==> src/rtl/elevator_pkg.sv <==
// elevator_pkg: shared state/direction encodings and floor mask helpers for the N-floor elevator
package elevator_pkg;
  typedef logic [1:0] state_t;
  localparam state_t IDLE      = 2'd0;
  localparam state_t MOVE_UP   = 2'd1;
  localparam state_t MOVE_DOWN = 2'd2;
  localparam state_t DOOR_OPEN = 2'd3;
  localparam logic UP   = 1'b0;
  localparam logic DOWN = 1'b1;
  localparam int MAX_FLOORS = 32;
  function automatic logic [MAX_FLOORS-1:0] above_mask(input int floor);
    return {MAX_FLOORS{1'b1}} << (floor + 1);
  endfunction
  function automatic logic [MAX_FLOORS-1:0] below_mask(input int floor);
    return (MAX_FLOORS'(1) << floor) - MAX_FLOORS'(1);
  endfunction
endpackage

==> src/rtl/elevator_req_reg.sv <==
// elevator_req_reg: pending call latch with floor clear and above/below/here masks
module elevator_req_reg import elevator_pkg::*; #(
  parameter int NUM_FLOORS = 4,
  parameter int FLOOR_W = NUM_FLOORS > 1 ? $clog2(NUM_FLOORS) : 1
) (
  input  logic                  clk,
  input  logic                  reset_n,
  input  logic [NUM_FLOORS-1:0] call_req,
  input  logic [FLOOR_W-1:0]    cur_floor,
  input  logic                  clear_en,
  input  logic [FLOOR_W-1:0]    clear_floor,
  output logic [NUM_FLOORS-1:0] pending,
  output logic [NUM_FLOORS-1:0] above,
  output logic [NUM_FLOORS-1:0] below,
  output logic                  here
);
  logic [NUM_FLOORS-1:0] clear;
  assign clear = clear_en ? NUM_FLOORS'(1) << clear_floor : '0;
  assign above = pending & NUM_FLOORS'(above_mask(int'(cur_floor)));
  assign below = pending & NUM_FLOORS'(below_mask(int'(cur_floor)));
  assign here  = |(pending & (NUM_FLOORS'(1) << cur_floor));
  // latch new calls; the floor being served is cleared so its call never sticks
  always_ff @(posedge clk or negedge reset_n)
    if (!reset_n) pending <= '0;
    else pending <= (pending | call_req) & ~clear;
endmodule

==> src/rtl/elevator_nfloor.sv <==
// elevator_nfloor: N-floor SCAN elevator controller with per-floor travel time and held door
module elevator_nfloor import elevator_pkg::*; #(
  parameter int NUM_FLOORS    = 4,
  parameter int TRAVEL_CYCLES = 8,
  parameter int DOOR_CYCLES   = 4,
  parameter int FLOOR_W       = NUM_FLOORS > 1 ? $clog2(NUM_FLOORS) : 1
) (
  input  logic                  clk,
  input  logic                  reset_n,
  input  logic [NUM_FLOORS-1:0] call_req,
  input  logic                  hold,
  output logic [FLOOR_W-1:0]    cur_floor,
  output logic [NUM_FLOORS-1:0] floor_onehot,
  output logic                  moving_up,
  output logic                  moving_down,
  output logic                  door_open,
  output logic [NUM_FLOORS-1:0] pending
);
  localparam int TW = TRAVEL_CYCLES > 1 ? $clog2(TRAVEL_CYCLES) : 1;
  localparam int DW = DOOR_CYCLES > 1 ? $clog2(DOOR_CYCLES) : 1;
  localparam logic [TW-1:0] T_LOAD = TW'(TRAVEL_CYCLES - 1);
  localparam logic [DW-1:0] D_LOAD = DW'(DOOR_CYCLES - 1);
  state_t state, nxt_state;
  logic last_dir, nxt_dir, exit_dir, ahead, behind, here, call_here, hit_up, hit_dn, clear_en;
  logic [FLOOR_W-1:0] nxt_floor, up_floor, dn_floor;
  logic [TW-1:0] travel_cnt, nxt_tc;
  logic [DW-1:0] door_cnt, nxt_dc;
  logic [NUM_FLOORS-1:0] above, below;
  elevator_req_reg #(.NUM_FLOORS(NUM_FLOORS), .FLOOR_W(FLOOR_W)) u_req (
    .clk(clk), .reset_n(reset_n), .call_req(call_req), .cur_floor(cur_floor),
    .clear_en(clear_en), .clear_floor(nxt_floor), .pending(pending),
    .above(above), .below(below), .here(here)
  );
  assign up_floor     = cur_floor + 1'b1;
  assign dn_floor     = cur_floor - 1'b1;
  assign hit_up       = |(pending & (NUM_FLOORS'(1) << up_floor));
  assign hit_dn       = |(pending & (NUM_FLOORS'(1) << dn_floor));
  assign floor_onehot = NUM_FLOORS'(1) << cur_floor;
  assign call_here    = |(call_req & floor_onehot);
  assign ahead        = last_dir == UP ? |above : |below;
  assign behind       = last_dir == UP ? |below : |above;
  assign exit_dir     = ahead ? last_dir : ~last_dir;
  assign clear_en     = state == DOOR_OPEN || nxt_state == DOOR_OPEN;
  assign moving_up    = state == MOVE_UP;
  assign moving_down  = state == MOVE_DOWN;
  assign door_open    = state == DOOR_OPEN;
  // SCAN policy: keep direction while calls lie ahead, reverse when only calls behind remain
  always_comb begin
    nxt_state = state;
    nxt_floor = cur_floor;
    nxt_dir   = last_dir;
    nxt_tc    = travel_cnt;
    nxt_dc    = door_cnt;
    case (state)
      IDLE: begin
        if (here) begin
          nxt_state = DOOR_OPEN;
          nxt_dc    = D_LOAD;
        end else if (|above && (last_dir == UP || !(|below))) begin
          nxt_state = MOVE_UP;
          nxt_tc    = T_LOAD;
        end else if (|below) begin
          nxt_state = MOVE_DOWN;
          nxt_tc    = T_LOAD;
        end
      end
      MOVE_UP, MOVE_DOWN: begin
        if (travel_cnt != '0) nxt_tc = travel_cnt - 1'b1;
        else begin
          nxt_floor = state == MOVE_UP ? up_floor : dn_floor;
          nxt_dir   = state == MOVE_UP ? UP : DOWN;
          nxt_state = (state == MOVE_UP ? hit_up : hit_dn) ? DOOR_OPEN : state;
          nxt_tc    = T_LOAD;
          nxt_dc    = D_LOAD;
        end
      end
      default: begin
        if (call_here) nxt_dc = D_LOAD;
        else if (!hold) begin
          if (door_cnt != '0) nxt_dc = door_cnt - 1'b1;
          else begin
            nxt_state = !(ahead || behind) ? IDLE : exit_dir == UP ? MOVE_UP : MOVE_DOWN;
            nxt_tc    = T_LOAD;
          end
        end
      end
    endcase
  end
  // state, floor, direction and timer registers
  always_ff @(posedge clk or negedge reset_n)
    if (!reset_n) begin
      state      <= IDLE;
      cur_floor  <= '0;
      last_dir   <= UP;
      travel_cnt <= '0;
      door_cnt   <= '0;
    end else begin
      state      <= nxt_state;
      cur_floor  <= nxt_floor;
      last_dir   <= nxt_dir;
      travel_cnt <= nxt_tc;
      door_cnt   <= nxt_dc;
    end
endmodule

==> config.mk <==
export PLATFORM = sky130hd
export DESIGN_NAME = elevator_nfloor
export DESIGN_NICKNAME = d
export VERILOG_FILES = /design/src/rtl/elevator_pkg.sv /design/src/rtl/elevator_req_reg.sv /design/src/rtl/elevator_nfloor.sv
export SDC_FILE = /design/constraint.sdc
export NUM_CORES = 1
export LEC_CHECK = 0
export ABC_AREA = 1
export ABC_CLOCK_PERIOD_IN_PS = 1960
export CAP_MARGIN = 25
export CORE_MARGIN = 8
export CORE_UTILIZATION = 48
export DETAILED_ROUTE_END_ITERATION = 10
export HOLD_SLACK_MARGIN = 0.02
export PLACE_DENSITY = 0.81
export SYNTH_ARGS = -nofsm -noshare
export SYNTH_HDL_FRONTEND = slang
export SYNTH_SLANG_ARGS = --single-unit
==> constraint.sdc <==
create_clock -name clk -period 1.96 [get_ports clk]
set_input_delay 0.392 -clock clk [delete_from_list [all_inputs] [get_ports clk]]
set_output_delay 0.392 -clock clk [all_outputs]
set_load 0.02 [all_outputs]
==> impl_metrics.py <==
metrics = {
    "layout": {
        "final_util_pct": 66.3,
        "nFillCells": 208,
        "layout.cells.non_filler": 237,
        "final_net_count": 231,
        "num_antenna_cells": 0,
        "drive_above_1_share_pct": 23.2,
        "stdcell_area_sq_mm": 0.00163,
        "area_delta_synth_final_pct": 32.5,
    },
    "power": {
        "vdd.ir_drop.worst_mv": 1.16,
        "p_leak_nw": 0.896,
        "powerDensity_mw_per_mm2": 1810,
    },
    "placement": {
        "post_dp_cell_area_sq_mm": 0.00151,
        "gp_congestion": 0.920,
        "dp_hpwl_um": 2450,
        "place_inst": 229,
        "port_buffers": 19,
    },
    "timing": {
        "hold_viol_final": 0,
        "fmax_mhz": 496,
        "whs_ns": 0.399,
        "maxSlewViolCount": 0,
        "fin_ws_ns": -0.0570,
        "rsz0062_at_grt": "true",
        "worstMarginPinSlew_ns": 0.365,
        "finalCritPeriodShare_pct": 103,
        "final.setup_skew_ns": 0.0107,
        "max_slew_margin_pct": 75.5,
        "period_needed_ns": 2.02,
        "setup_violations": 7,
    },
    "worst_setup_path": {
        "crit_path_top_delay_cell": "dfrtp_2",
        "path_common_cell": "nand2_1",
        "cp_cell_sequence": "ha_4 > inv_4 > ha_4 > inv_2 > nand2_1 > nand2_1 > nor2_2 > nand2_2 > nand2_2 > nand2_2 > nand2_1 > nand2_1 > nand2_1 > nand2_2 > nand3_2 > nand2_4 > a21oi_2",
        "start_kind": "flip-flop",
        "critPathArrivalTime_ns": 2.24,
        "cp.required_ns": 2.19,
        "worst_path_largest_cell_delay_ns": 0.48,
        "criticalPathCategory": "flip-flop to flip-flop",
        "worstPathMaxFanout": 6,
        "cp-end-kind": "flip-flop",
    },
    "clocking": {
        "cts_root_buffer": "clkbuf_4",
        "clk_path_buf_depth": 2,
        "clk_latency_ns": 0.29,
        "clock_sinks": 14,
        "cts-buffers-inserted": 3,
        "cts.clk_slew.worst_paths_ns": 0.09,
        "cts-htree-levels": 1,
        "hold_buffers": 0,
        "cts_tree": "yes",
    },
    "routing": {
        "dr.pass1.iters": 4,
        "num_vias": 1184,
        "postRouteAntennaNets": 0,
        "wirelength_um": 3060,
        "drcViolationCount": 0,
        "dr.first_iter.drc_count": 53,
        "via_per_inst": 5.00,
        "drt-wirelength-per-cell_um": 12.9,
    },
    "yosys": {
        "synth.distinct_cells": 26,
        "yosys_warnings": 0,
        "synthCells": 175,
        "ys_seq_area_share_pct": 28.5,
        "ys_seq_elements": 14,
        "syn_area_per_cell_sq_um": 7.01,
        "syn-cell-area_sq_mm": 0.00123,
        "synth_nets": 198,
    },
    "grt": {
        "met3_usage_pct": 1.51,
        "gr-total-overflow": 0,
        "grt_usage_pct": 15.0,
        "grt_pass1_vias": 1217,
        "antenna_found_initial": 0,
        "use_met1_pct": 17.7,
        "grtUsageMet2_pct": 26.2,
        "grt_max_degree": 15,
        "grt_pass1_wl_um": 5310,
        "grt_busiest_layer": "met2",
    },
    "job": {
        "maxCapViolCount": 0,
    },
    "die": {
        "ios": 20,
        "die_y_um": 66.6,
        "start_util_pct": 50.0,
        "fp.dieW_um": 66.6,
        "rows": 18,
        "die-area_sq_mm": 0.00443,
        "core-area_sq_mm": 0.00245,
    },
    "outcome": {
        "violations": "negative setup slack",
        "status": "finished with violations",
    },
    "worst_hold_path": {
        "hp-class": "input port to async pin",
    },
}
-- worst max-delay path, delay by kind of cell (launching register included) --
kind	cells	cell delay, ns
buf+inv	2	0.07
fa+ha+maj	2	0.43
simple gates	12	0.84
flops	1	0.48
compound gates	1	0.14
-- cell usage after synthesis (all sizes together) --
master | count | area share (%)
nand3 | 8 | 4.1
and2 | 1 | 0.51
o21ai | 7 | 2.9
nand2 | 53 | 18
xor2 | 2 | 2.0
nand4 | 1 | 0.51
inv | 34 | 10
o21bai | 1 | 0.92
a31oi | 1 | 0.51
clkinv | 1 | 0.31
dfrtp | 14 | 29
ha | 16 | 16
o21a | 1 | 0.61
a21oi | 9 | 4.9
o22ai | 2 | 1.0
a211oi | 1 | 0.61
nor2 | 23 | 8.1
-- timing repair --
item | CTS | global route
gates resized for setup | 14 | 8
setup buffers | 2 | 2
endpoints found under the setup margin | 13 | 15
pin swaps | 1 | 1
cloned | 0 | 0
hold endpoints to repair | 0 | 0
-- layout make-up --
class	instances	area (sq um)	area share, %
Inverter	35	134	8.23
Tap cell	30	37.5	2.31
Sequential cell	14	353	21.7
Multi-Input combinational cell	126	806	49.5
Timing Repair Buffer	28	260	16.0
Clock buffer	4	36.3	2.23
-- where the power goes --
part	switching [mW]	total (mW)	internal (mW)
Clock	0.0947	0.208	0.113
Combinational	1.28	2.16	0.879
Sequential	0.168	0.586	0.418
Total	1.54	2.95	1.41
-- metrics by stage --
step                total power [mW]  setup slack (ns)  setup TNS, ns
floorplan                       1.97           0.00599              0
finish                          2.95           -0.0570         -0.245
global placement                2.52            0.0152              0
detailed placement              2.58           -0.0303         -0.165
CTS                             2.87           -0.0283         -0.135
global route                    3.22            -0.197          -1.35
-- sequential cells by signal, indices dropped and copies added, names as in the netlist --
| register | count |
|---|---|
| cur_floor | 2 |
| door_cnt | 2 |
| last_dir | 1 |
| state | 2 |
| travel_cnt | 3 |
| u_req.pending | 4 |
-- cell families after synthesis --
| logic type | synth area share [%] |
|---|---|
| adders and majority gates | 16.3 |
| xor gates and xnor gates | 2.04 |
| buffers and inverters | 10.7 |
| DFF | 28.5 |
| AOI/OAI and AO/OA | 11.4 |
| and+or+nand+nor | 31.0 |
-- layout by cell type, fill, tap and decap left out, types with 4 or more instances in the layout --
cell / Yosys / layout
a21oi_1: 5 / 5
a21oi_2: 4 / 4
buf_4: 0 / 9
clkdlybuf4s50_1: 0 / 11
dfrtp_1: 14 / 12
dlygate4sd2_1: 0 / 4
ha_1: 16 / 11
inv_1: 30 / 26
inv_2: 4 / 7
nand2_1: 47 / 46
nand2_2: 5 / 6
nand3_1: 6 / 5
nor2_1: 20 / 19
o21ai_1: 4 / 4
-- final timing paths --
check / startpoint / slack, ns / cells after the start / end
max in group asynchronous: reset_n / 1.38 / 2 / cur_floor[1]$_DFF_PN0_
min in group clk: travel_cnt[2]$_DFFE_PN0P_ / 0.52 / 2 / travel_cnt[2]$_DFFE_PN0P_
worst min-delay path: reset_n / 0.40 / 2 / u_req.pending[2]$_DFF_PN0_
worst max register to register: cur_floor[0]$_DFF_PN0_ / -0.06 / 17 / u_req.pending[0]$_DFF_PN0_
worst max-delay path: cur_floor[0]$_DFF_PN0_ / -0.06 / 17 / u_req.pending[0]$_DFF_PN0_
worst min register to register: travel_cnt[2]$_DFFE_PN0P_ / 0.52 / 2 / travel_cnt[2]$_DFFE_PN0P_
-- layer usage --
| layer | part of all wire (%) | vias to the layer above |
|---|---|---|
| met5 | 0 | - |
| met4 | 2.1 | 0 |
| met2 | 51 | 20 |
| met1 | 43 | 559 |
| met3 | 3.0 | 7 |
| li1 | - | 598 |
No activity file was read; power rests on OpenSTA's default activity.
